==> src/rtl/fifo_wr_arbiter_if.sv <==
// rtl/fifo_wr_arbiter_if.sv - requester/FIFO write-side bundle for fifo_wr_arbiter
interface fifo_wr_arbiter_if #(
   parameter int NUM_REQ = 4,
   parameter int WIDTH   = 16
);
   logic [NUM_REQ-1:0]       req_valid_i;
   logic [NUM_REQ*WIDTH-1:0] req_data_i;
   logic [NUM_REQ-1:0]       req_last_i;
   logic [NUM_REQ-1:0]       req_ready_o;
   logic                     fifo_full_i;
   logic                     fifo_wr_en_o;
   logic [WIDTH-1:0]         fifo_write_data_o;
   logic [NUM_REQ-1:0]       grant_o;
   logic                     busy_o;

   modport slave (
      input  req_valid_i, req_data_i, req_last_i, fifo_full_i,
      output req_ready_o, fifo_wr_en_o, fifo_write_data_o, grant_o, busy_o
   );

   modport master (
      output req_valid_i, req_data_i, req_last_i, fifo_full_i,
      input  req_ready_o, fifo_wr_en_o, fifo_write_data_o, grant_o, busy_o
   );
endinterface

==> src/rtl/fifo_wr_arbiter.sv <==
// rtl/fifo_wr_arbiter.sv - round-robin burst arbiter in front of a shared FIFO write port
// Optional per-requester word and full-stall counters: define FIFO_WR_ARB_STATS_EN.
module fifo_wr_arbiter #(
   parameter int NUM_REQ   = 4,
   parameter int WIDTH     = 16,
   parameter int BURST_LEN = 8
) (
   input  logic              clk,
   input  logic              rst,
   fifo_wr_arbiter_if.slave  bus
`ifdef FIFO_WR_ARB_STATS_EN
   ,
   output logic [NUM_REQ*16-1:0] stat_words_o,
   output logic [15:0]           stat_stall_o
`endif
);
   localparam int PW = (NUM_REQ > 1) ? $clog2(NUM_REQ) : 1;
   localparam int CW = $clog2(BURST_LEN + 1);

   typedef enum logic {IDLE, GRANT} state_t;

   state_t             state;
   logic [PW-1:0]      owner;
   logic [PW-1:0]      rr_ptr;
   logic [PW-1:0]      pick;
   logic [CW-1:0]      beat_cnt;
   logic [NUM_REQ-1:0] grant_q;
   logic               busy_q;
   logic               any_req;
   logic               own_valid;
   logic               own_last;
   logic               open_gate;
   logic               xfer;
   logic               release_burst;

   // Scan downwards so the last hit wins: that is the first valid index after rr_ptr.
   always_comb begin
      pick    = rr_ptr;
      any_req = 1'b0;
      for (int i = NUM_REQ; i >= 1; i--) begin
         if (bus.req_valid_i[(int'(rr_ptr) + i) % NUM_REQ]) begin
            pick    = PW'((int'(rr_ptr) + i) % NUM_REQ);
            any_req = 1'b1;
         end
      end
   end

   assign own_valid = bus.req_valid_i[owner];
   assign own_last  = bus.req_last_i[owner];
   // A word offered while rst is high must not reach the FIFO.
   assign open_gate = (state == GRANT) && !bus.fifo_full_i && !rst;
   assign xfer      = open_gate && own_valid;

   assign release_burst = (xfer && (own_last || (beat_cnt == CW'(BURST_LEN - 1))))
                        || (!own_valid && !bus.fifo_full_i);

   assign bus.req_ready_o       = open_gate ? grant_q : '0;
   assign bus.fifo_wr_en_o      = xfer;
   assign bus.fifo_write_data_o = (state == GRANT) ? bus.req_data_i[int'(owner)*WIDTH +: WIDTH] : '0;
   assign bus.grant_o           = grant_q;
   assign bus.busy_o            = busy_q;

   always_ff @(posedge clk) begin
      if (rst) begin
         state    <= IDLE;
         owner    <= '0;
         rr_ptr   <= PW'(NUM_REQ - 1);
         beat_cnt <= '0;
         grant_q  <= '0;
         busy_q   <= 1'b0;
      end else begin
         case (state)
            IDLE: begin
               if (any_req) begin
                  owner    <= pick;
                  rr_ptr   <= pick;
                  beat_cnt <= '0;
                  grant_q  <= NUM_REQ'(1) << pick;
                  busy_q   <= 1'b1;
                  state    <= GRANT;
               end
            end
            GRANT: begin
               if (xfer) begin
                  beat_cnt <= beat_cnt + CW'(1);
               end
               if (release_burst) begin
                  grant_q <= '0;
                  busy_q  <= 1'b0;
                  state   <= IDLE;
               end
            end
            default: state <= IDLE;
         endcase
      end
   end

`ifdef FIFO_WR_ARB_STATS_EN
   logic [15:0] words_q [NUM_REQ];
   logic [15:0] stall_q;

   always_ff @(posedge clk) begin
      if (rst) begin
         for (int k = 0; k < NUM_REQ; k++) begin
            words_q[k] <= '0;
         end
         stall_q <= '0;
      end else begin
         for (int k = 0; k < NUM_REQ; k++) begin
            if (xfer && (owner == PW'(k)) && (words_q[k] != 16'hFFFF)) begin
               words_q[k] <= words_q[k] + 16'd1;
            end
         end
         if ((state == GRANT) && bus.fifo_full_i && (stall_q != 16'hFFFF)) begin
            stall_q <= stall_q + 16'd1;
         end
      end
   end

   for (genvar k = 0; k < NUM_REQ; k++) begin : g_stat
      assign stat_words_o[k*16 +: 16] = words_q[k];
   end
   assign stat_stall_o = stall_q;
`endif
endmodule

==> src/flat_wrapper.sv <==
// flat-port wrapper written by rule: the top's interface ports become plain ports
module fifo_wr_arbiter_flat 
#(
   parameter int NUM_REQ   = 4,
   parameter int WIDTH     = 16,
   parameter int BURST_LEN = 8
)
  (clk, rst, bus_req_valid_i, bus_req_data_i, bus_req_last_i, bus_fifo_full_i, bus_req_ready_o, bus_fifo_wr_en_o, bus_fifo_write_data_o, bus_grant_o, bus_busy_o);
  fifo_wr_arbiter_if #(.NUM_REQ(NUM_REQ), .WIDTH(WIDTH)) bus_i ();
  input  logic clk;
  input  logic rst;
  input wire logic [$bits(bus_i.req_valid_i)-1:0] bus_req_valid_i;
  input wire logic [$bits(bus_i.req_data_i)-1:0] bus_req_data_i;
  input wire logic [$bits(bus_i.req_last_i)-1:0] bus_req_last_i;
  input wire logic [$bits(bus_i.fifo_full_i)-1:0] bus_fifo_full_i;
  output wire logic [$bits(bus_i.req_ready_o)-1:0] bus_req_ready_o;
  output wire logic [$bits(bus_i.fifo_wr_en_o)-1:0] bus_fifo_wr_en_o;
  output wire logic [$bits(bus_i.fifo_write_data_o)-1:0] bus_fifo_write_data_o;
  output wire logic [$bits(bus_i.grant_o)-1:0] bus_grant_o;
  output wire logic [$bits(bus_i.busy_o)-1:0] bus_busy_o;
  assign bus_i.req_valid_i = bus_req_valid_i;
  assign bus_i.req_data_i = bus_req_data_i;
  assign bus_i.req_last_i = bus_req_last_i;
  assign bus_i.fifo_full_i = bus_fifo_full_i;
  assign bus_req_ready_o = bus_i.req_ready_o;
  assign bus_fifo_wr_en_o = bus_i.fifo_wr_en_o;
  assign bus_fifo_write_data_o = bus_i.fifo_write_data_o;
  assign bus_grant_o = bus_i.grant_o;
  assign bus_busy_o = bus_i.busy_o;
  fifo_wr_arbiter #(.NUM_REQ(NUM_REQ), .WIDTH(WIDTH), .BURST_LEN(BURST_LEN)) u_core (.clk(clk), .rst(rst), .bus(bus_i));
endmodule
==> config.mk <==
export PLATFORM = sky130hd
export DESIGN_NAME = fifo_wr_arbiter_flat
export DESIGN_NICKNAME = d
export VERILOG_FILES = /design/src/rtl/fifo_wr_arbiter_if.sv /design/src/rtl/fifo_wr_arbiter.sv /design/src/flat_wrapper.sv
export SDC_FILE = /design/constraint.sdc
export NUM_CORES = 1
export LEC_CHECK = 0
export ABC_AREA = 1
export BUFFER_PORTS_ARGS = -buffer_cell sky130_fd_sc_hd__buf_2
export CAP_MARGIN = 0
export CORE_ASPECT_RATIO = 0.7
export CORE_MARGIN = 2
export CORE_UTILIZATION = 45
export DETAILED_ROUTE_END_ITERATION = 10
export PLACE_DENSITY = 0.95
export SLEW_MARGIN = 20
export SYNTH_ARGS = -nofsm -noshare
export SYNTH_HDL_FRONTEND = slang
export SYNTH_SLANG_ARGS = --single-unit
==> constraint.sdc <==
create_clock -name clk -period 2.31 [get_ports clk]
set_input_delay 0 -clock clk [delete_from_list [all_inputs] [get_ports clk]]
set_output_delay 0 -clock clk [all_outputs]
set_load 0.1 [all_outputs]
==> flow_metrics.py <==
metrics = {
    "outcome": {
        "outcome": "finished, final reports clean",
    },
    "logic_synthesis": {
        "synthCells": 269,
        "synth_edf_count": 0,
        "synth-seq-area-share_pct": 19.5,
        "netlist_top_cells_area": "nor2_1, dfxtp_1, nand2_1, o21ai_0, a21oi_1",
        "syn-num-nets": 345,
        "synthDistinctLibCells": 27,
        "ys_seq_elements": 14,
        "ys_warn_count": 0,
        "async_reset_ff_share_pct": 0,
        "synth_ff_type": "dfxtp_1",
        "yosysTopAreaCellShare_pct": 19.5,
        "yosysTopAreaCell": "nor2_1",
        "synthesis.area_um2": 1440,
        "yosysMostFrequentCell": "nor2_1",
        "synth_common_cells": "nor2_1, nand2_1, o21ai_0",
        "avgSynthCellArea_um2": 5.35,
    },
    "clock_network": {
        "clk_latency_ns": 0.25,
        "holdBufCountCts": 0,
        "cts_tree": "yes",
        "cts_max_level": 1,
        "cts_sinks": 14,
        "cts_root_buf": "clkbuf_8",
        "post_cts_buffers": 0,
        "clk_pin_slew_ns": 0.06,
        "clk_path_buf_depth": 2,
        "cts_buffers": 3,
        "cts_resized": 0,
    },
    "power": {
        "pwr-share-clk_pct": 8.4,
        "power_density_nw_per_um2": 1400,
        "total_power_mw": 2.87,
        "power.internal_mw": 0.961,
        "ir_worst_vdd_mv": 1.06,
        "swShare_pct": 66.5,
        "power.switching_mw": 1.91,
        "power_frac_seq_pct": 14.3,
        "leakagePower_nw": 1.09,
        "combPwrFrac_pct": 77.3,
    },
    "sta": {
        "fmax_mhz": 475,
        "rsz0062_at_grt": "false",
        "finalMaxSlewViolations": 0,
        "setup_viol": 0,
        "final_hold_viol_count": 0,
        "skew_ns": 0.00140,
        "post-route-period-util_pct": 91.1,
        "slew_headroom_pct": 67.2,
        "worst_pin_slew_ns": 0.495,
        "min_period_ns": 2.10,
        "fin_ws_ns": 0.206,
        "fin_tns_setup_ns": 0,
    },
    "detailed_routing": {
        "firstDrtPassIters": 4,
        "wl_mm": 4.50,
        "post_drt_wl_per_cell_um": 11.2,
        "drtIter0Drc": 81,
        "vias_per_cell": 5.03,
        "drcViolationCount": 0,
        "final_antenna_net_count": 0,
        "num_vias": 2019,
    },
    "worst_hold_path": {
        "worstHoldStart": "rst",
        "hold_depth": 2,
        "hp-class": "input port to register",
        "whs_endpoint": "u_core.beat_cnt[2]",
    },
    "global_route": {
        "grt_start_max_net_pins": 29,
        "track_usage_pct": 24.6,
        "grt_pass1_vias": 1740,
        "overflow": 0,
        "grt_pass1_wl_mm": 7.27,
        "antenna_found_initial": 0,
    },
    "setup_path": {
        "required_ns": 2.31,
        "startpoint_type": "register",
        "cp_max_fo": 25,
        "critical_path_class": "register to output pin",
        "crit_top_cell": "nand2_1",
        "r2r_end": "u_core.bus.grant_o[2]",
        "critical-path-slowest-cell": "dfxtp_1",
        "critical_path_buf_inv_count": 2,
        "cp_top_family": "buffers and inverters",
        "path_cells": "buf_4 > nand2_1 > nand3_1 > nand2_1 > nor2_2 > buf_2",
        "end_kind": "output pin",
        "r2r-start": "u_core.owner[0]",
        "r2r_cells": 10,
        "arrival_ns": 2.10,
        "max_stage_delay_ns": 0.59,
        "reg2reg_setup_slack_ns": 0.39,
    },
    "placement": {
        "gp_congestion": 0.867,
        "pre_cts_ws_ns": 0.432,
        "io_buffers": 100,
        "place_area_um2": 1990,
        "dp_hpwl_mm": 3.57,
    },
    "finish": {
        "final_area_um2": 2050,
        "antenna_cells": 0,
        "drive_gt1_share_pct": 38.0,
        "nets": 440,
        "synthToLayoutAreaGrowth_pct": 42.1,
    },
    "floorplan": {
        "ios": 101,
        "initial_utilization_pct": 46.4,
        "die-area_um2": 3680,
        "die_w_um": 71.6,
        "die_y_um": 51.3,
        "std_cell_rows": 17,
        "coreArea_um2": 3110,
    },
    "job": {
        "cap_violations": 0,
    },
}
placed cells by master, fill, tap and decap left out:
master | Yosys | final
buf_4 | 0 | 4
nand3_2 | 2 | 2
or2_2 | 1 | 1
nor2_1 | 75 | 71
nand4_1 | 2 | 2
inv_8 | 1 | 1
nand2_1 | 49 | 49
a21oi_1 | 27 | 19
nand2_2 | 4 | 4
a21oi_2 | 1 | 9
and3_1 | 1 | 1
nor2_2 | 1 | 5
inv_2 | 5 | 5
nand2_4 | 1 | 1
o21ai_2 | 1 | 1
inv_1 | 16 | 16
dfxtp_1 | 14 | 14
o21ai_0 | 35 | 35
o21ai_4 | 1 | 1
clkbuf_8 | 0 | 4
buf_2 | 6 | 100
ha_1 | 1 | 1
o211ai_1 | 2 | 2
o21ai_1 | 2 | 2
nor3b_1 | 1 | 1
nand3_1 | 12 | 12
worst max path at each step:
stage,end,slack (ns),startpoint,depth (start not counted)
after global routing,bus_fifo_wr_en_o,0.03,u_core.owner[0],6
after detailed placement,u_core.bus.grant_o[1],0.43,u_core.owner[0],10
after floorplan,bus_fifo_write_data_o[2],-0.07,u_core.owner[0],6
after global placement,u_core.bus.grant_o[2],0.54,u_core.owner[0],10
after CTS,bus_fifo_wr_en_o,0.21,u_core.owner[0],6
final,bus_fifo_wr_en_o,0.21,u_core.owner[0],6
state kept, by name (all words and copies together) (netlist names):
name	count
u_core.bus.grant_o	4
u_core.state	1
u_core.owner	2
u_core.rr_ptr	2
u_core.beat_cnt	4
u_core.bus.busy_o	1
worst reg2reg max path, cell delays in order (launching register included):
cell     delay, ns
dfxtp_1       0.59
buf_4         0.34
nand2_1       0.08
nand3_1       0.09
nand2_1       0.11
nor2_2        0.18
nand2_1       0.08
nand2_1       0.09
nand2_2       0.09
nand2_1       0.08
a21oi_1       0.06
final cells by class:
type                       count  area, um^2
sequential                    14         280
multi-input combinational    219        1040
clock buffer                   4        55.1
timing repair buffer         104         531
inverter                      22        90.1
tap                           38        47.5
fill                         291        1060
cell families after synthesis:
family | after synthesis | share of synthesized area, %
AND/OR/NAND/NOR | 149 | 43.1
flip-flops | 14 | 19.5
adder cells (fa/ha/maj) | 1 | 0.869
buffers and inverters | 36 | 10.9
AO/OA/AOI/OAI | 69 | 25.6
per-stage QoR:
| step | std cells | hold WS, ns | utilization [%] |
|---|---|---|---|
| floorplan | 269 | 0.249 | - |
| global placement | 397 | 0.295 | 64.1 |
| detailed placement | 397 | 0.296 | 64.1 |
| CTS | 401 | 0.0298 | 65.9 |
| global route | 401 | 0.0704 | 65.9 |
| finish | 401 | 0.0451 | 65.9 |
power groups by stage:
stage          Combinational, mW  Sequential, mW  Clock (mW)
3_3_place_gp                2.17           0.412           0
5_1_grt                     2.39           0.424       0.249
4_1_cts                     2.21           0.411       0.247
3_5_place_dp                2.21           0.416           0
2_1_floorplan               1.67           0.604           0
6_report                    2.22           0.410       0.241
metal layers:
metal	up-vias	routed length, um	global-route usage [%]
met5	-	0	0
met4	0	17	4.72
met3	2	357	4.73
met2	73	2170	43.7
met1	884	1960	31.2
li1	1060	-	-
Note: power is estimated with default switching activity, not from simulation.
